File: config.mk
export PLATFORM = sky130hd
export DESIGN_NAME = lsu_wbu_sender
export DESIGN_NICKNAME = d
export VERILOG_FILES = /design/src/rtl/lsu_wbu_sender_pkg.sv /design/src/rtl/lsu_wbu_sender_load_align.sv /design/src/rtl/lsu_wbu_sender.sv
export SDC_FILE = /design/constraint.sdc
export NUM_CORES = 1
export LEC_CHECK = 0
export BUFFER_PORTS_ARGS = -buffer_cell sky130_fd_sc_hd__buf_2
export CAP_MARGIN = 25
export CORE_MARGIN = 2
export CORE_UTILIZATION = 25
export CTS_CLUSTER_SIZE = 30
export DETAILED_ROUTE_END_ITERATION = 6
export HOLD_SLACK_MARGIN = 0.12
export MAX_ROUTING_LAYER = met4
export SLEW_MARGIN = 5
export SYNTH_ARGS = -nofsm -noshare
export SYNTH_HDL_FRONTEND = slang
export SYNTH_SLANG_ARGS = --single-unit
File: constraint.sdc
create_clock -name clock -period 14.65 [get_ports clock]
set_input_delay 1.465 -clock clock [delete_from_list [all_inputs] [get_ports clock]]
set_output_delay 1.465 -clock clock [all_outputs]
set_load 0.01 [all_outputs]
File: src/rtl/lsu_wbu_sender_pkg.sv
// Shared definitions for the LSU -> WBU sender stage.
// Contents: RV32 major opcodes, load/store funct3 codes, the stage FSM state
// encoding and a helper that classifies memory-access opcodes.
package lsu_wbu_sender_pkg;

  // RV32I major opcodes (inst[6:0])
  localparam logic [6:0] OPC_LOAD   = 7'b0000011;
  localparam logic [6:0] OPC_STORE  = 7'b0100011;
  localparam logic [6:0] OPC_OP_IMM = 7'b0010011;
  localparam logic [6:0] OPC_LUI    = 7'b0110111;
  localparam logic [6:0] OPC_AUIPC  = 7'b0010111;
  localparam logic [6:0] OPC_JAL    = 7'b1101111;
  localparam logic [6:0] OPC_JALR   = 7'b1100111;
  localparam logic [6:0] OPC_OP     = 7'b0110011;
  localparam logic [6:0] OPC_SYSTEM = 7'b1110011;

  // Load/store width codes (inst[14:12])
  localparam logic [2:0] F3_B  = 3'b000;
  localparam logic [2:0] F3_H  = 3'b001;
  localparam logic [2:0] F3_W  = 3'b010;
  localparam logic [2:0] F3_BU = 3'b100;
  localparam logic [2:0] F3_HU = 3'b101;

  typedef enum logic [1:0] {
    ST_IDLE     = 2'd0,
    ST_MEM_REQ  = 2'd1,
    ST_MEM_WAIT = 2'd2,
    ST_SEND     = 2'd3
  } lsu_state_t;

  function automatic logic is_mem_op(input logic [6:0] opcode);
    return (opcode == OPC_LOAD) || (opcode == OPC_STORE);
  endfunction

endpackage

File: src/rtl/lsu_wbu_sender_load_align.sv
// Combinational load formatter: extracts and extends the addressed byte/half
// from the aligned memory word according to funct3.
// Ports: rdata (word at addr & ~3), offset (addr[1:0]), funct3 -> result.
module lsu_load_align
  import lsu_wbu_sender_pkg::*;
#(
  parameter int DATA_WIDTH = 32
) (
  input  logic [DATA_WIDTH-1:0] rdata,
  input  logic [1:0]            offset,
  input  logic [2:0]            funct3,
  output logic [DATA_WIDTH-1:0] result
);

  logic [7:0]  byte_sel;
  logic [15:0] half_sel;

  // Halfword selection uses only addr[1]; misaligned halves are not trapped.
  assign byte_sel = rdata[{offset, 3'b000} +: 8];
  assign half_sel = rdata[{offset[1], 4'b0000} +: 16];

  always_comb begin
    result = rdata;
    case (funct3)
      F3_B:    result = {{(DATA_WIDTH-8){byte_sel[7]}}, byte_sel};
      F3_BU:   result = {{(DATA_WIDTH-8){1'b0}}, byte_sel};
      F3_H:    result = {{(DATA_WIDTH-16){half_sel[15]}}, half_sel};
      F3_HU:   result = {{(DATA_WIDTH-16){1'b0}}, half_sel};
      default: result = rdata; // lw and undefined widths: whole word
    endcase
  end

endmodule

File: src/rtl/lsu_wbu_sender.sv
// LSU stage: takes one instruction from the EXU, performs the load/store if
// needed, then hands the write-back payload to the WBU. Single entry, no queue.
// Ports: exu_* (valid/ready in), mem_req_*/mem_rsp_* (memory), rd_* + payload (to WBU).
module lsu_wbu_sender
  import lsu_wbu_sender_pkg::*;
#(
  parameter int DATA_WIDTH = 32,
  parameter int NUM_WIDTH  = 64
) (
  input  logic                    clock,
  input  logic                    reset,
  input  logic                    exu_valid,
  output logic                    exu_ready,
  input  logic [DATA_WIDTH-1:0]   exu_inst,
  input  logic [DATA_WIDTH-1:0]   exu_result,
  input  logic [DATA_WIDTH-1:0]   exu_store_data,
  input  logic [DATA_WIDTH-1:0]   exu_next_pc,
  input  logic [NUM_WIDTH-1:0]    exu_num,
  output logic                    mem_req_valid,
  input  logic                    mem_req_ready,
  output logic [DATA_WIDTH-1:0]   mem_addr,
  output logic                    mem_wen,
  output logic [DATA_WIDTH-1:0]   mem_wdata,
  output logic [DATA_WIDTH/8-1:0] mem_wmask,
  input  logic                    mem_rsp_valid,
  input  logic [DATA_WIDTH-1:0]   mem_rdata,
  output logic                    rd_valid,
  input  logic                    rd_ready,
  output logic [DATA_WIDTH-1:0]   wdata,
  output logic [DATA_WIDTH-1:0]   lsu_to_wbu_inst,
  output logic [DATA_WIDTH-1:0]   next_pc,
  output logic [NUM_WIDTH-1:0]    num,
  output logic [DATA_WIDTH-1:0]   sim_lsu_addr
);

  localparam int MASK_W = DATA_WIDTH / 8;

  lsu_state_t state_q, state_d;

  logic [DATA_WIDTH-1:0] inst_q, addr_q, store_data_q, next_pc_q, wdata_q;
  logic [NUM_WIDTH-1:0]  num_q;
  logic [DATA_WIDTH-1:0] load_result;

  logic [6:0] opcode;
  logic [2:0] funct3;
  logic       is_load, is_store;

  assign opcode   = inst_q[6:0];
  assign funct3   = inst_q[14:12];
  assign is_load  = (opcode == OPC_LOAD);
  assign is_store = (opcode == OPC_STORE);

  // State register
  always_ff @(posedge clock or posedge reset) begin
    if (reset) state_q <= ST_IDLE;
    else       state_q <= state_d;
  end

  // Next-state logic. Responses are only honoured in MEM_WAIT, so a response
  // coincident with the request handshake is deliberately dropped.
  always_comb begin
    state_d = state_q;
    case (state_q)
      ST_IDLE:     if (exu_valid) state_d = is_mem_op(exu_inst[6:0]) ? ST_MEM_REQ : ST_SEND;
      ST_MEM_REQ:  if (mem_req_ready) state_d = ST_MEM_WAIT;
      ST_MEM_WAIT: if (mem_rsp_valid) state_d = ST_SEND;
      ST_SEND:     if (rd_ready) state_d = ST_IDLE;
      default:     state_d = ST_IDLE;
    endcase
  end

  // Handshake outputs
  always_comb begin
    exu_ready     = (state_q == ST_IDLE);
    mem_req_valid = (state_q == ST_MEM_REQ);
    rd_valid      = (state_q == ST_SEND);
  end

  // Latched transaction fields; wdata starts as the ALU result and is only
  // overwritten by load data.
  always_ff @(posedge clock or posedge reset) begin
    if (reset) begin
      inst_q       <= '0;
      addr_q       <= '0;
      store_data_q <= '0;
      next_pc_q    <= '0;
      num_q        <= '0;
      wdata_q      <= '0;
    end else if (state_q == ST_IDLE && exu_valid) begin
      inst_q       <= exu_inst;
      addr_q       <= exu_result;
      store_data_q <= exu_store_data;
      next_pc_q    <= exu_next_pc;
      num_q        <= exu_num;
      wdata_q      <= exu_result;
    end else if (state_q == ST_MEM_WAIT && mem_rsp_valid && is_load) begin
      wdata_q      <= load_result;
    end
  end

  lsu_load_align #(.DATA_WIDTH(DATA_WIDTH)) u_load_align (
    .rdata  (mem_rdata),
    .offset (addr_q[1:0]),
    .funct3 (funct3),
    .result (load_result)
  );

  // Store lane steering: narrow data is replicated across the word so the
  // mask alone selects the written lane.
  always_comb begin
    mem_wmask = '0;
    mem_wdata = '0;
    if (is_store) begin
      case (funct3)
        F3_B: begin
          mem_wmask = {{(MASK_W-1){1'b0}}, 1'b1} << addr_q[1:0];
          mem_wdata = {MASK_W{store_data_q[7:0]}};
        end
        F3_H: begin
          mem_wmask = {{(MASK_W-2){1'b0}}, 2'b11} << {addr_q[1], 1'b0};
          mem_wdata = {(MASK_W/2){store_data_q[15:0]}};
        end
        default: begin
          mem_wmask = '1;
          mem_wdata = store_data_q;
        end
      endcase
    end
  end

  assign mem_addr        = addr_q;
  assign mem_wen         = is_store;
  assign wdata           = wdata_q;
  assign lsu_to_wbu_inst = inst_q;
  assign next_pc         = next_pc_q;
  assign num             = num_q;
  assign sim_lsu_addr    = (is_load || is_store) ? addr_q : '0;

endmodule
=== After elaboration in Yosys (flattened, before gate mapping) ===
Cells that the tools add are included.

* Flip-flop bits (word level): 226
* Input port bits: 230
* Output and inout bits: 264
* Word-level logic and storage cells: 48

* Equal/unequal tests: 14
* Shifts and indexed selects: 4
* Multiplexer cells: 14
* Reductions and logical operators: 9

{| class="wikitable"
|+ Operator list
! kind !! number
|-
| $mux 32 || 4
|-
| $pmux 32 s4 || 1
|-
| $pmux 32 s2 || 1
|-
| $shiftx 32x6->16 || 1
|-
| $shiftx 32x6->8 || 1
|-
| $eq 7x2->1 const B || 2
|-
| $eq 7x6->1 const B || 2
|-
| $mux 2 || 5
|-
| $pmux 2 s4 || 1
|-
| $pmux 4 s2 || 1
|-
| $eq 3x3->1 const B || 2
|-
| $eq 2x2->1 const B || 2
|-
| $mux 4 || 1
|-
| $ne 2x1->1 const B || 2
|-
| $ne 2x2->1 const B || 2
|-
| $reduce_and 4->1 || 1
|-
| $shl 1x2->4 const A || 1
|-
| $shl 2x2->4 const A || 1
|-
| $eq 3x1->1 const B || 1
|-
| $logic_and 1x1->1 || 3
|-
| $logic_not 3->1 || 1
|-
| $eq 2x1->1 const B || 1
|-
| $logic_not 2->1 || 1
|-
| $logic_or 1x1->1 || 2
|-
| $reduce_bool 2->1 || 1
|}

=== Longest topological paths before layout ===
Gate-level depths: netlist (run 1).

* Depth after elaboration: 5
* Depth in mapped cells: 8
* Mapped depth without buffers: 6

=== Modules after synthesis ===
Synthesis (run 1) repeated with hierarchy kept, for this count alone.

* Cell total of the unflattened synthesis: 873
* Area total of the unflattened synthesis: 10610.2 um^2

{| class="wikitable"
|+ Modules (own cells, without submodules)
! module !! times used !! cells an instance !! area each (um^2)
|-
| lsu_wbu_sender || 1 || 764 || 9982.1
|-
| lsu_load_align || 1 || 109 || 628.1
|}

=== Worst setup path after synthesis (run 1) ===
Ideal clock, no wire load.

* Path kind: register -> output
* Start: register inst_q[13], in the netlist lsu_to_wbu_inst[13]
* End: output mem_wdata[10]
* Arrival: 1.621 ns
* Setup slack: 11.564 ns
* Cell stages (with the launch flop): 7
* Cells stage by stage: dfrtp_1 buf_4 or2_2 clkbuf_1 nor2_1 nand2_1 a21oi_1

* Cells in the longest elaborated chain, start to end: 3

{| class="wikitable"
|+ RTL lines
! item !! line !! text
|-
| start: declaration || lsu_wbu_sender.sv:40 || <nowiki>logic [DATA_WIDTH-1:0] inst_q, addr_q, store_data_q, next_pc_q, wdata_q;</nowiki>
|-
| start signal: assignment || lsu_wbu_sender.sv:90 || <nowiki>inst_q <= exu_inst;</nowiki>
|-
| $eq 3x1->1 / $logic_not 3->1 (equally long branches) || lsu_wbu_sender.sv:114 || <nowiki>case (funct3)</nowiki>
|-
| $pmux 32 s2 (*) || lsu_wbu_sender.sv:114 ||
|-
| $mux 32 (*) || lsu_wbu_sender.sv:113 || <nowiki>if (is_store) begin</nowiki>
|-
| end: declaration || lsu_wbu_sender.sv:23 || <nowiki>output logic [DATA_WIDTH-1:0] mem_wdata,</nowiki>
|}

Mark *: on every way between the ends. The rest lies on a longest branch, timed or not.

=== Worst setup path after layout (run 1) ===
* Start: register inst_q[2], in the netlist lsu_to_wbu_inst[2]
* End: output mem_wdata[24]

* Cells in the longest elaborated chain, start to end: 2

{| class="wikitable"
|+ RTL lines
! item !! line !! text
|-
| $eq 7x6->1 || lsu_wbu_sender.sv:51 || <nowiki>assign is_store = (opcode == OPC_STORE);</nowiki>
|-
| $mux 32 || lsu_wbu_sender.sv:113 ||
|}

Every way passes these cells.

==> results of run 1 <==
[layout make-up]
cell class	instances	area (um2)
Antenna cell	8	20.0
Clock buffer	36	759
Clock inverter	10	106
Fill cell	4179	25900
Inverter	28	113
Multi-Input combinational cell	864	4070
Sequential cell	226	5660
Tap cell	525	657
Timing Repair Buffer	507	2590
[critical path, cell delays in order, from the launching register on]
cell      delay, ns
dfrtp_1        0.39
and4bb_1       0.27
buf_4          0.35
and2_1         0.34
nand2_1        0.16
buf_16         0.22
a211oi_1       0.19
buf_2          0.18
[cells in the final DEF, fill, tap and decap left out, types with 2 or more instances in the layout]
cell / instances
nor2_2: 3
clkbuf_8: 5
a211oi_1: 8
ha_1: 5
o211ai_1: 6
and3_1: 42
a32oi_1: 16
o2111ai_1: 8
a21oi_1: 42
o21ai_0: 22
buf_2: 493
a21o_1: 2
nand2b_1: 3
mux2i_1: 21
diode_2: 8
a31oi_4: 2
buf_4: 13
clkbuf_1: 4
a2bb2oi_1: 10
bufinv_16: 2
clkinv_2: 6
nor2b_1: 2
nor4_1: 2
nor2_1: 26
nand2_1: 612
mux2_2: 6
inv_1: 26
dfrtp_1: 226
nor3b_1: 9
clkbuf_16: 27
o31ai_1: 2
[path summary, 6_finish.rpt]
path / slack [ns] / endpoint
max in group asynchronous: 11.65 / mem_addr[10]
max: 10.56 / mem_wdata[24]
min: 0.46 / num[24]
max reg2reg: 11.71 / wdata[26]
min in group asynchronous: 1.05 / num[45]
min reg2reg: 0.46 / num[24]
[logic make-up (layout without fill, tap and decap cells)]
family / after synthesis / count (layout) / share of synthesized area
buffers and inverters: 107 / 581 / 0.0436
adder cells (fa/ha/maj): 5 / 5 / 0.00616
AO/OA/AOI/OAI: 123 / 123 / 0.0831
flip-flops: 226 / 226 / 0.557
multiplexers: 28 / 28 / 0.0296
AND/OR/NAND/NOR: 708 / 708 / 0.281
other: 0 / 8 / 0
[layer usage]
layer / wire, um / track usage / up-vias
met5: 0 / - / -
met4: 1210 / 0.0624 / 0
met3: 2890 / 0.0352 / 67
met2: 19100 / 0.306 / 452
met1: 14900 / 0.204 / 4768
li1: - / - / 4764
[per-stage QoR]
| stage | total power [mW] | cell area, um2 | cells | util | hold slack [ns] |
|---|---|---|---|---|---|
| 2_1_floorplan | 1.79 | 10200 | 1197 | - | 0.446 |
| 3_3_place_gp | 2.31 | 13100 | 2149 | 0.327 | 0.453 |
| 3_5_place_dp | 2.33 | 13100 | 2149 | 0.327 | 0.457 |
| 4_1_cts | 3.01 | 13900 | 2195 | 0.349 | 0.471 |
| 5_1_grt | 3.19 | 14000 | 2202 | 0.350 | 0.485 |
| 6_report | 2.97 | 14000 | 2204 | 0.350 | 0.464 |
[synth_stat cells, types with 2 or more instances]
cell / count
buf_1: 7
dfrtp_1: 226
o21ai_0: 22
buf_6: 2
inv_1: 27
nand2b_1: 3
mux2i_1: 21
a21oi_1: 42
a2bb2oi_1: 10
a21o_1: 2
o2111ai_1: 8
clkbuf_1: 55
mux2_2: 6
and2_1: 2
a32oi_1: 16
buf_4: 3
nor3b_1: 9
nand2_1: 613
nor2b_1: 2
a211oi_1: 8
buf_2: 12
nor2_1: 26
o31ai_1: 2
nor2_2: 3
nor4_1: 2
ha_1: 5
and3_1: 42
o211ai_1: 6
a31oi_4: 2
[registers in the layout, summed over array words and instances, names as in the netlist]
signal and cells:
state_q 2, lsu_to_wbu_inst 32, mem_addr 32, wdata 32, next_pc 32, num 64, store_data_q 32
[power by group through the flow]
stage	Sequential, mW	Combinational (mW)	Clock [mW]
after floorplan	1.19	0.600	0
after global placement	1.12	1.18	0
after detailed placement	1.13	1.20	0
after CTS	1.13	1.20	0.676
after global routing	1.17	1.32	0.698
final	1.13	1.19	0.658
==> metrics.cfg, run 1 <==
[critical_path]
crit_type=reg2out
crit_start=lsu_to_wbu_inst[2]
cp_data_arrival_time_ns=2.63
r2r.worst_path.cells=7
r2r-start=state_q[0]
cp.required_ns=13.19
end_kind=output port
cp-start-kind=register
cp_max_fo=36

[floorplan]
die_area_mm2=0.0422
fp.dieH_um=206
core_mm2=0.0399
initial_core_util=0.254
die_x_um=206
io_pins=494
floorplan.rows=73

[global_route]
grt_pass1_vias=10000
overflow=0
grt_max_degree=110
grt_pass1_wl_um=56600
grt_use_total=0.177
antenna_found_initial=7

[route]
vias_per_cell=4.56
wl_um=38000
post-route-drc-count=0
firstDrtPassIters=4
vias=10100
first_iter_violations=588
wl_per_cell_um=17.3
ant_nets=0

[yosys]
synth.distinct_cells=42
ys.flop_type=dfrtp_1
yosysTopAreaCell=dfrtp_1
synth_top_area_frac=0.557
ys_seq_elements=226
synthTopCellsByArea=dfrtp_1 (56%), nand2_1 (23%), and3_1 (2.6%), a21oi_1 (2.1%), mux2i_1 (2.1%)
synthCells=1197
synth-edff-count=0
synth_warnings=0
netlist_area_mm2=0.0102
synthArstFlopShare=1.00
synth_nets=1432
synth-seq-area-share=0.557
syn_area_per_cell_um2=8.48

[sta]
rsz0062_at_grt=no
clock_skew_ns=0.00773
setup_tns_ns=0
max_freq_mhz=244
worst_slack_ns=10.56
fin_crit_ns=4.09
drv_slew=0
worst_slew_pin_slew_ns=0.918
relSlewSlack=0.388
hold_viol=0
setup_viol=0
finalCritPeriodShare=0.280

[clocking]
cts_tree=done
cts-root-buf=clkbuf_16
ctsResizeCount=0
cts_buffer_depth=3
cts_setup_buffers=0
clk_pin_slew_ns=0.06
hold_buffers=0
htreeDepth=1
cts_buffers=26
clock_latency_ns=0.53
clock-sinks=226

[status]
status=finished clean

[power]
cellPowerDensity_mw_per_mm2=213
pwr-share-comb=0.400
leakage_nw=8.00
p_sw_mw=1.22
seq_power_share=0.379
vdd_drop_max_mv=0.102
switching_share=0.410
power.share.clock=0.221
internal_power_mw=1.75

[final_layout]
drive_gt1_frac=0.339
final_nets=1888
area_growth_pct=37.6

[place]
portBuffers=493
gp_congestion=0.911
pre_cts_slack_ns=10.55
dp_hpwl_um=28100

[hold_path]
worstHoldStart=num[24]
hold_class=reg2reg
whs_path_depth=2

[job]
drv_cap=0

(Power assumes the default switching activity.)
==> run 2, diff against run 1 <==
Clock period 14.65 ns to 3.3 ns, I/O delays scaled along.
==> run 2 against run 1 <==
  * Hold slack got worse by 0.33 ns
  * Largest power group unchanged
  * Clock power rose to 4.6 times the previous value
  * First-iteration DRC count fell by 11%
  * Critical path type unchanged
  * Sequential power rose to 4.4 times the previous value
  * Combinational power rose to 4.7 times the previous value
==> metrics.cfg, run 2 (synthesized netlist as in run 1, its figures left out) <==
[place]
gp_congestion=0.886  ; -2.7%
dp_hpwl_um=27500  ; -1.9%
portBuffers=493  ; unchanged
placed_cells=2157  ; +0.37%
dpl-instance-area_mm2=0.0132  ; +1.0%

[global_route]
use_met3=0.0372  ; +0.00206
overflow=0  ; unchanged
top_usage_layer=met2
antenna_found_initial=2  ; -5
grt_use_met1=0.215  ; +0.0103
grt_pass1_vias=11300  ; +13%
grt_pass1_wl_um=61500  ; +8.6%
grt_use_total=0.189  ; +0.0119
grt_max_degree=106  ; -3.6%
use_met2=0.324  ; +0.0179

[power]
switching_share=0.406  ; -0.00394
internal_power_mw=8.06  ; +360%
vdd_drop_max_mv=0.499  ; +390%
seq_power_share=0.367  ; -0.012
cellPowerDensity_mw_per_mm2=840  ; +290%
pwr-share-comb=0.412  ; +0.012
p_sw_mw=5.51  ; +350%
leakage_nw=8.93  ; +12%
power.share.clock=0.221  ; about the same

[sta]
finalCritPeriodShare=0.878
clock_skew_ns=0.0128  ; +0.00512 ns
fin_crit_ns=2.90
hold_viol=0  ; unchanged
setup_viol=0  ; unchanged
drv_slew=0  ; unchanged
worst_slew_pin_slew_ns=0.734  ; -0.184 ns
setup_tns_ns=0  ; unchanged
max_freq_mhz=345
rsz0062_at_grt=no
relSlewSlack=0.510  ; +0.122

[route]
vias_per_cell=4.53  ; -0.60%
vias=10900  ; +8.9%
firstDrtPassIters=5  ; +1
post-route-drc-count=0  ; unchanged
ant_nets=0  ; unchanged
wl_um=40300  ; +5.9%
wl_per_cell_um=16.7  ; -3.3%
first_iter_violations=524  ; -11%

[critical_path]
r2r-start=state_q[1]
rrSetupSlack_ns=1.03  ; -10.68 ns
slowest_delay_ns=0.43  ; +0.04 ns
crit_type=reg2out
cp_max_fo=29  ; -19%
end_kind=output port
cp_data_arrival_time_ns=2.57  ; -0.06 ns
r2r.worst_path.cells=6  ; -1
cp-start-kind=register
critPathSlowestCell=a211oi_1
cp.required_ns=2.97  ; -10.22 ns
cp_cell_sequence=and4bb_1 -> and2_1 -> nand2_1 -> buf_4 -> a211oi_1 -> buf_2
worstReg2RegEnd=wdata[31]

[final_layout]
final_cell_mix=nand2_1 (612), buf_2 (493), dfrtp_1 (226), dlygate4sd3_1 (207)
final_nets=2103  ; +11%
drive_gt1_frac=0.304  ; -0.0345
largest_reg_flops=64  ; unchanged
num-fill-cells=3909  ; -6.5%
final_area_mm2=0.0162  ; +16%
finalNonFillerCells=2414  ; +9.5%
layout_commonest_cell=nand2_1
area_growth_pct=59.1

[floorplan]
die_x_um=206  ; unchanged
io_pins=494  ; unchanged
initial_core_util=0.254  ; unchanged
fp.dieH_um=206  ; unchanged
core_mm2=0.0399  ; unchanged
floorplan.rows=73  ; unchanged
die_area_mm2=0.0422  ; unchanged

[status]
status=finished clean

[clocking]
clock-sinks=226  ; unchanged
clock_latency_ns=0.54  ; about the same
cts_tree=done
cts_buffers=27  ; +3.8%
clk_pin_slew_ns=0.06  ; about the same
cts_buffer_depth=3  ; unchanged
ctsResizeCount=0  ; unchanged
htreeDepth=1  ; unchanged
cts-root-buf=clkbuf_16

[hold_path]
worstHoldStart=exu_store_data[31]
hold_class=in2reg
holdPathEnd=store_data_q[31]
whs_path_depth=3  ; +1

[job]
drv_cap=0  ; unchanged

## run 2: changes by cell type in the layout (fill, tap and decap cells not counted)
cell / change
buf_12: +6
buf_16: -1
buf_4: +2
clkbuf_1: +1
clkbuf_8: +2
clkinv_2: -1
clkinv_4: -1
diode_2: -6
dlygate4sd3_1: +207
inv_6: +2
inv_8: -1
## run 2: how the worst max path moves through the flow
stage	start	to	depth (start not counted)
after floorplan	reset	lsu_to_wbu_inst[0]	1
after global placement	lsu_to_wbu_inst[2]	mem_wdata[24]	6
after detailed placement	lsu_to_wbu_inst[2]	mem_wdata[24]	6
after CTS	lsu_to_wbu_inst[2]	mem_wdata[24]	6
after global routing	lsu_to_wbu_inst[2]	mem_wdata[29]	6
final	lsu_to_wbu_inst[2]	mem_wdata[29]	6
## run 2: power by group through the flow
stage	Clock, mW	Sequential, mW	Combinational, mW
detailed placement	0	4.95	5.39
CTS	3.10	4.95	5.57
global route	3.19	5.13	6.20
floorplan	0	5.29	2.66
global placement	0	4.92	5.28
finish	3.00	4.98	5.59
## run 2: per-layer routing
layer,part of all wire,wire length (um),vias to the layer above
met5,0,0,-
li1,-,-,5182
met2,0.49,19900,504
met4,0.038,1550,0
met1,0.39,15700,5155
met3,0.077,3110,102
## run 2: worst max-delay path, delay by kind of cell, from the launching register on
kind	cells	cell delay [ns]
AND/OR/NAND/NOR	3	0.74
buffers and inverters	2	0.46
flip-flops	1	0.38
AO/OA/AOI/OAI	1	0.43
## run 2: area by class of cell
class                           instances  area [um2]  area share
Tap cell                              525         657      0.0407
Timing Repair Buffer                  721        4770       0.295
Clock inverter                          9         103     0.00635
Multi-Input combinational cell        864        4070       0.252
Antenna cell                            2        5.00    0.000310
Clock buffer                           39         791      0.0489
Sequential cell                       226        5660       0.350
Inverter                               28         109     0.00674
## run 2: timing repair
| action | CTS | global route |
|---|---|---|
| setup buffers | 0 | 0 |
| endpoints found under the hold margin | 260 | 0 |
| hold buffers | 207 | 0 |
## run 2: stage by stage
step	util	power, mW	setup WS [ns]	hold slack, ns
2_1_floorplan	-	7.95	0.0180	0.435
3_3_place_gp	0.330	10.2	1.07	0.336
3_5_place_dp	0.330	10.3	1.03	0.343
4_1_cts	0.405	13.6	0.434	0.134
5_1_grt	0.405	14.5	0.217	0.173
6_report	0.405	13.6	0.404	0.132
